[config.mk]
export PLATFORM = sky130hd
export DESIGN_NAME = calc1_top
export DESIGN_NICKNAME = d
export VERILOG_FILES = /design/src/rtl/calc1_top.sv
export SDC_FILE = /design/constraint.sdc
export NUM_CORES = 2
export LEC_CHECK = 0
export ABC_CLOCK_PERIOD_IN_PS = 5550
export BUFFER_PORTS_ARGS = -buffer_cell sky130_fd_sc_hd__buf_2
export CAP_MARGIN = 20
export CORE_ASPECT_RATIO = 0.7
export CORE_UTILIZATION = 35
export CTS_CLUSTER_DIAMETER = 50
export DETAILED_ROUTE_END_ITERATION = 6
export SLEW_MARGIN = 20
export SYNTH_ARGS = -nofsm -noshare
export SYNTH_HDL_FRONTEND = slang
export SYNTH_HIERARCHICAL = 1
export SYNTH_SLANG_ARGS = --single-unit
[constraint.sdc]
create_clock -name c_clk -period 5.55 [get_ports c_clk]
set_input_delay 0.2775 -clock c_clk [delete_from_list [all_inputs] [get_ports c_clk]]
set_output_delay 0.2775 -clock c_clk [all_outputs]
set_load 0.05 [all_outputs]
[src/rtl/calc1_top.sv]
// Four-port 32-bit integer calculator.
// Each port runs an independent two-cycle request FSM with its own ALU.

module calc1_port (
    input  logic        c_clk,
    input  logic        reset,
    input  logic [3:0]  cmd_in,
    input  logic [31:0] data_in,
    output logic [1:0]  resp,
    output logic [31:0] data
);

    typedef enum logic {
        IDLE = 1'b0,
        OP2  = 1'b1
    } state_t;

    localparam logic [3:0] CMD_ADD = 4'd1;
    localparam logic [3:0] CMD_SUB = 4'd2;
    localparam logic [3:0] CMD_SHL = 4'd5;
    localparam logic [3:0] CMD_SHR = 4'd6;

    localparam logic [1:0] RESP_NONE = 2'd0;
    localparam logic [1:0] RESP_OK   = 2'd1;
    localparam logic [1:0] RESP_OVF  = 2'd2;
    localparam logic [1:0] RESP_INV  = 2'd3;

    state_t      state;
    state_t      state_nxt;
    logic [3:0]  cmd_q;
    logic [31:0] op1_q;
    logic [32:0] sum;
    logic [1:0]  resp_nxt;
    logic [31:0] data_nxt;

    // State register
    always_ff @(posedge c_clk or negedge reset) begin
        if (!reset) begin
            state <= IDLE;
        end else begin
            state <= state_nxt;
        end
    end

    // Next state: a nonzero command opens a request, OP2 always closes it
    always_comb begin
        state_nxt = state;
        case (state)
            IDLE:    if (cmd_in != 4'd0) state_nxt = OP2;
            OP2:     state_nxt = IDLE;
            default: state_nxt = IDLE;
        endcase
    end

    // Command and operand1 capture in the command cycle
    always_ff @(posedge c_clk or negedge reset) begin
        if (!reset) begin
            cmd_q <= 4'd0;
            op1_q <= 32'd0;
        end else if (state == IDLE && cmd_in != 4'd0) begin
            cmd_q <= cmd_in;
            op1_q <= data_in;
        end
    end

    // Result: operand2 is consumed straight from the input in OP2
    always_comb begin
        resp_nxt = RESP_NONE;
        data_nxt = 32'd0;
        sum      = {1'b0, op1_q} + {1'b0, data_in};
        if (state == OP2) begin
            case (cmd_q)
                CMD_ADD: begin
                    if (sum[32]) begin
                        resp_nxt = RESP_OVF;
                    end else begin
                        resp_nxt = RESP_OK;
                        data_nxt = sum[31:0];
                    end
                end
                CMD_SUB: begin
                    if (op1_q < data_in) begin
                        resp_nxt = RESP_OVF;
                    end else begin
                        resp_nxt = RESP_OK;
                        data_nxt = op1_q - data_in;
                    end
                end
                CMD_SHL: begin
                    resp_nxt = RESP_OK;
                    data_nxt = op1_q << data_in[4:0];
                end
                CMD_SHR: begin
                    resp_nxt = RESP_OK;
                    data_nxt = op1_q >> data_in[4:0];
                end
                default: resp_nxt = RESP_INV;
            endcase
        end
    end

    // Output register: a result shows for exactly one cycle
    always_ff @(posedge c_clk or negedge reset) begin
        if (!reset) begin
            resp <= RESP_NONE;
            data <= 32'd0;
        end else begin
            resp <= resp_nxt;
            data <= data_nxt;
        end
    end

endmodule

module calc1_top (
    input  logic        c_clk,
    input  logic        reset,
    input  logic [3:0]  req1_cmd_in,
    input  logic [31:0] req1_data_in,
    input  logic [3:0]  req2_cmd_in,
    input  logic [31:0] req2_data_in,
    input  logic [3:0]  req3_cmd_in,
    input  logic [31:0] req3_data_in,
    input  logic [3:0]  req4_cmd_in,
    input  logic [31:0] req4_data_in,
    output logic [1:0]  out_resp1,
    output logic [31:0] out_data1,
    output logic [1:0]  out_resp2,
    output logic [31:0] out_data2,
    output logic [1:0]  out_resp3,
    output logic [31:0] out_data3,
    output logic [1:0]  out_resp4,
    output logic [31:0] out_data4
);

    calc1_port u_port1 (
        .c_clk   (c_clk),
        .reset   (reset),
        .cmd_in  (req1_cmd_in),
        .data_in (req1_data_in),
        .resp    (out_resp1),
        .data    (out_data1)
    );

    calc1_port u_port2 (
        .c_clk   (c_clk),
        .reset   (reset),
        .cmd_in  (req2_cmd_in),
        .data_in (req2_data_in),
        .resp    (out_resp2),
        .data    (out_data2)
    );

    calc1_port u_port3 (
        .c_clk   (c_clk),
        .reset   (reset),
        .cmd_in  (req3_cmd_in),
        .data_in (req3_data_in),
        .resp    (out_resp3),
        .data    (out_data3)
    );

    calc1_port u_port4 (
        .c_clk   (c_clk),
        .reset   (reset),
        .cmd_in  (req4_cmd_in),
        .data_in (req4_data_in),
        .resp    (out_resp4),
        .data    (out_data4)
    );

endmodule

==> results.py <==
metrics = {
    "yosys": {
        "async_flop_share_pct": 100.0,
        "syn_inst": 4951,
        "yosysSeqAreaShare_pct": 18.83,
        "synth_area_sq_mm": 0.03775,
        "ys_types": 96,
        "synth_edf_count": 0,
        "synth_flop_cell": "dfrtp_1",
        "ys_ff_latch": 284,
        "syn_avg_cell_area_sq_um": 7.624,
        "synthesis.nets": 5369,
        "yosysWarnings": 6,
    },
    "grt": {
        "grt_overflow": 0,
        "grt_pass1_vias": 37420,
        "grt_pass1_wl_mm": 242.2,
        "grt_start_max_net_pins": 122,
        "grt_util_all_layers_pct": 28.12,
        "antenna_found_initial": 12,
    },
    "placed_design": {
        "io_buffers": 281,
        "place_congestion": 1.010,
        "placed_cells": 6393,
        "hpwl_mm": 122.3,
    },
    "power": {
        "power_density_mw_per_mm2": 388.2,
        "p_comb_share_pct": 59.7,
        "ir_drop_uv": 287.9,
        "power_w": 0.01670,
        "pwr-share-seq_pct": 20.3,
        "p_sw_w": 0.008744,
        "pwr-share-clk_pct": 20.0,
        "leakagePower_nw": 18.72,
        "switching_share_pct": 52.35,
        "p_int_w": 0.007959,
    },
    "finish": {
        "final_cell_mix": "nor2_1, a21oi_1, nand2_1",
        "area_delta_synth_final_pct": 14.00,
        "fillers": 11020,
        "final_common_cell": "nor2_1",
        "utilization_pct": 40.37,
        "stdcell_count": 6622,
        "drive_gt1_share_pct": 14.87,
        "nNetsFinal": 5561,
    },
    "clock_tree": {
        "clkSinkCount": 284,
        "cts_resized": 0,
        "cts_root_buf": "clkbuf_16",
        "cts_buffers": 52,
        "path_clk_slew_ns": 0.06,
        "cts_max_level": 2,
        "cts_tree": "yes",
        "clk_path_buf_depth": 3,
        "clk_latency_ns": 0.63,
    },
    "timing": {
        "fmax_mhz": 227.3,
        "tightestPinTransition_ns": 1.193,
        "skew_ns": 0.03109,
        "hold_viol_final": 0,
        "slew_headroom_pct": 20.46,
        "fin_tns_setup_ns": 0,
        "rsz0062_at_grt": "false",
        "slew_violations": 0,
        "finalSetupViolations": 0,
        "period_share_pct": 79.28,
        "final.min_clock_period_ns": 4.400,
    },
    "setup_path": {
        "cp-start-kind": "flip-flop",
        "crit_path_max_fanout": 19,
        "arrival_ns": 4.90,
        "path_cells": "ha_1 -> inv_1 -> nor4_1 -> nand3_1 -> a21oi_1 -> o21a_1 -> o21a_1 -> buf_4 -> a221o_1 -> o21ai_0 -> a21oi_1",
        "startpoint": "u_port4/op1_q[17]$_DFFE_PN0P_",
        "reg2reg_setup_slack_ns": 1.15,
        "required_ns": 6.05,
        "worstSetupEndpointType": "flip-flop",
        "cpMaxStageDelayCell": "nor4_1",
        "rr_startpoint": "u_port4/op1_q[17]$_DFFE_PN0P_",
        "max_stage_delay_ns": 0.73,
        "path_class": "reg2reg",
    },
    "run": {
        "maxCapViolCount": 0,
    },
    "route": {
        "num_vias": 41000,
        "drt_iter0_markers": 5556,
        "routedWlPerCell_microns": 24.20,
        "ant_nets": 0,
        "viasPerCell": 6.191,
        "wl_mm": 160.2,
        "drc": 0,
        "drtPass1Iterations": 6,
    },
    "status": {
        "status": "finished, final reports clean",
    },
    "die": {
        "core-area_sq_mm": 0.1066,
        "die_w_microns": 394.5,
        "die-area_sq_mm": 0.1092,
        "dieHeight_microns": 276.8,
        "initial_utilization_pct": 35.41,
        "num_io_pins": 282,
        "rows": 100,
    },
    "worst_hold_path": {
        "worstHoldStart": "req1_data_in[4]",
        "worstHoldPathType": "in2reg",
    },
}
==> metrics by stage <==
stage / hold slack [ns] / cell area [sq um] / worst slack, ns
after CTS: 0.003165 / 43010 / 1.345
after global routing: 0.02720 / 43020 / 1.029
after detailed placement: 0.2787 / 40000 / 0.9586
final: 0.05606 / 43030 / 1.150
after global placement: 0.2803 / 40000 / 1.103
after floorplan: -0.01809 / 37750 / 1.616
==> power by group through the flow <==
stage / combinational (W) / clock, W / sequential [W]
2_1_floorplan: 0.00635 / 0 / 0.00369
3_3_place_gp: 0.00956 / 0 / 0.00340
3_5_place_dp: 0.00954 / 0 / 0.00340
4_1_cts: 0.00966 / 0.00342 / 0.00337
5_1_grt: 0.0107 / 0.00351 / 0.00345
6_report: 0.00997 / 0.00333 / 0.00340
==> logic make-up (layout without fill, tap and decap cells) <==
kind of cell | Yosys count | count (layout) | share of synthesized area [%]
buf+inv | 630 | 865 | 7.014
mux | 422 | 422 | 13.10
compound gates | 1811 | 1811 | 32.50
simple gates | 1456 | 1456 | 17.61
xor+xnor | 76 | 76 | 1.763
other cells | 0 | 8 | 0
flops | 284 | 284 | 18.83
fa+ha+maj | 272 | 272 | 9.175
==> worst paths after layout <==
path | depth (start not counted) | end
min in group asynchronous | 2 | u_port4/op1_q[6]$_DFFE_PN0P_
min reg2reg | 1 | u_port4/cmd_q[0]$_DFFE_PN0P_
max | 11 | u_port4/data[11]$_DFF_PN0_
max reg2reg | 11 | u_port4/data[11]$_DFF_PN0_
max in group asynchronous | 3 | u_port3/op1_q[26]$_DFFE_PN0P_
min | 3 | u_port1/op1_q[4]$_DFFE_PN0P_
==> cell usage after synthesis (34+ instances only) <==
| cell type | count | share of area, % |
|---|---|---|
| nor4_1 | 41 | 0.68 |
| clkbuf_1 | 171 | 1.7 |
| a221oi_1 | 37 | 0.86 |
| o21ai_0 | 320 | 4.2 |
| a22oi_1 | 42 | 0.84 |
| a31oi_1 | 46 | 0.76 |
| nand3_1 | 59 | 0.78 |
| buf_1 | 48 | 0.48 |
| buf_2 | 79 | 1.0 |
| nand4_1 | 34 | 0.56 |
| o21bai_1 | 41 | 0.82 |
| inv_1 | 284 | 2.8 |
| o221ai_1 | 36 | 0.84 |
| ha_1 | 264 | 8.8 |
| mux4_2 | 42 | 2.5 |
| dfrtp_1 | 284 | 19 |
| mux2_2 | 157 | 4.7 |
| o22ai_1 | 118 | 2.0 |
| o31ai_1 | 40 | 0.80 |
| o211ai_1 | 48 | 0.95 |
| xnor2_1 | 59 | 1.4 |
| a211oi_1 | 73 | 1.5 |
| nor3_1 | 83 | 1.1 |
| nand2_1 | 361 | 3.6 |
| a21oi_1 | 526 | 7.0 |
| o21a_1 | 43 | 0.86 |
| nor2b_1 | 48 | 0.80 |
| a21o_1 | 80 | 1.6 |
| mux2i_1 | 223 | 5.9 |
| nand2b_1 | 96 | 1.6 |
| nor2_1 | 578 | 5.7 |
==> state kept, by name (all words and copies together), names as in the netlist, 2 cells and up <==
register	cells
u_port1/cmd_q	4
u_port3/data	32
u_port2/data	32
u_port3/cmd_q	4
u_port4/data	32
u_port3/resp	2
u_port2/resp	2
u_port3/op1_q	32
u_port4/cmd_q	4
u_port4/resp	2
u_port4/op1_q	32
u_port1/op1_q	32
u_port1/resp	2
u_port2/cmd_q	4
u_port2/op1_q	32
u_port1/data	32
==> area by class of cell <==
cell class | instances | area (sq um) | area share (%)
Multi-Input combinational cell | 4037 | 28050 | 65.17
Sequential cell | 284 | 7107 | 16.52
Timing Repair Buffer | 472 | 3196 | 7.426
Tap cell | 1428 | 1787 | 4.152
Clock buffer | 63 | 1414 | 3.286
Inverter | 296 | 1111 | 2.582
Clock inverter | 34 | 351.6 | 0.8170
Antenna cell | 8 | 20.02 | 0.04652
==> what timing repair did <==
item	CTS	global route
setup buffers	0	0
endpoints found under the setup margin	0	0
hold buffers	124	0
endpoints found under the hold margin	191	0
==> critical path, delay by kind of cell, from the launching register on <==
kind	cells	cell delay [ns]
compound gates	6	1.65
simple gates	2	0.88
fa+ha+maj	1	0.61
buf+inv	2	0.60
flops	1	0.51
==> per-layer routing <==
layer	routed length (microns)	vias to the layer above	GRT usage, %
li1	-	18750	-
met3	18360	214	6.566
met1	75610	19630	43.99
met4	3151	10	5.864
met2	63070	2384	38.04
met5	58	-	0
(Power assumes the default switching activity.)
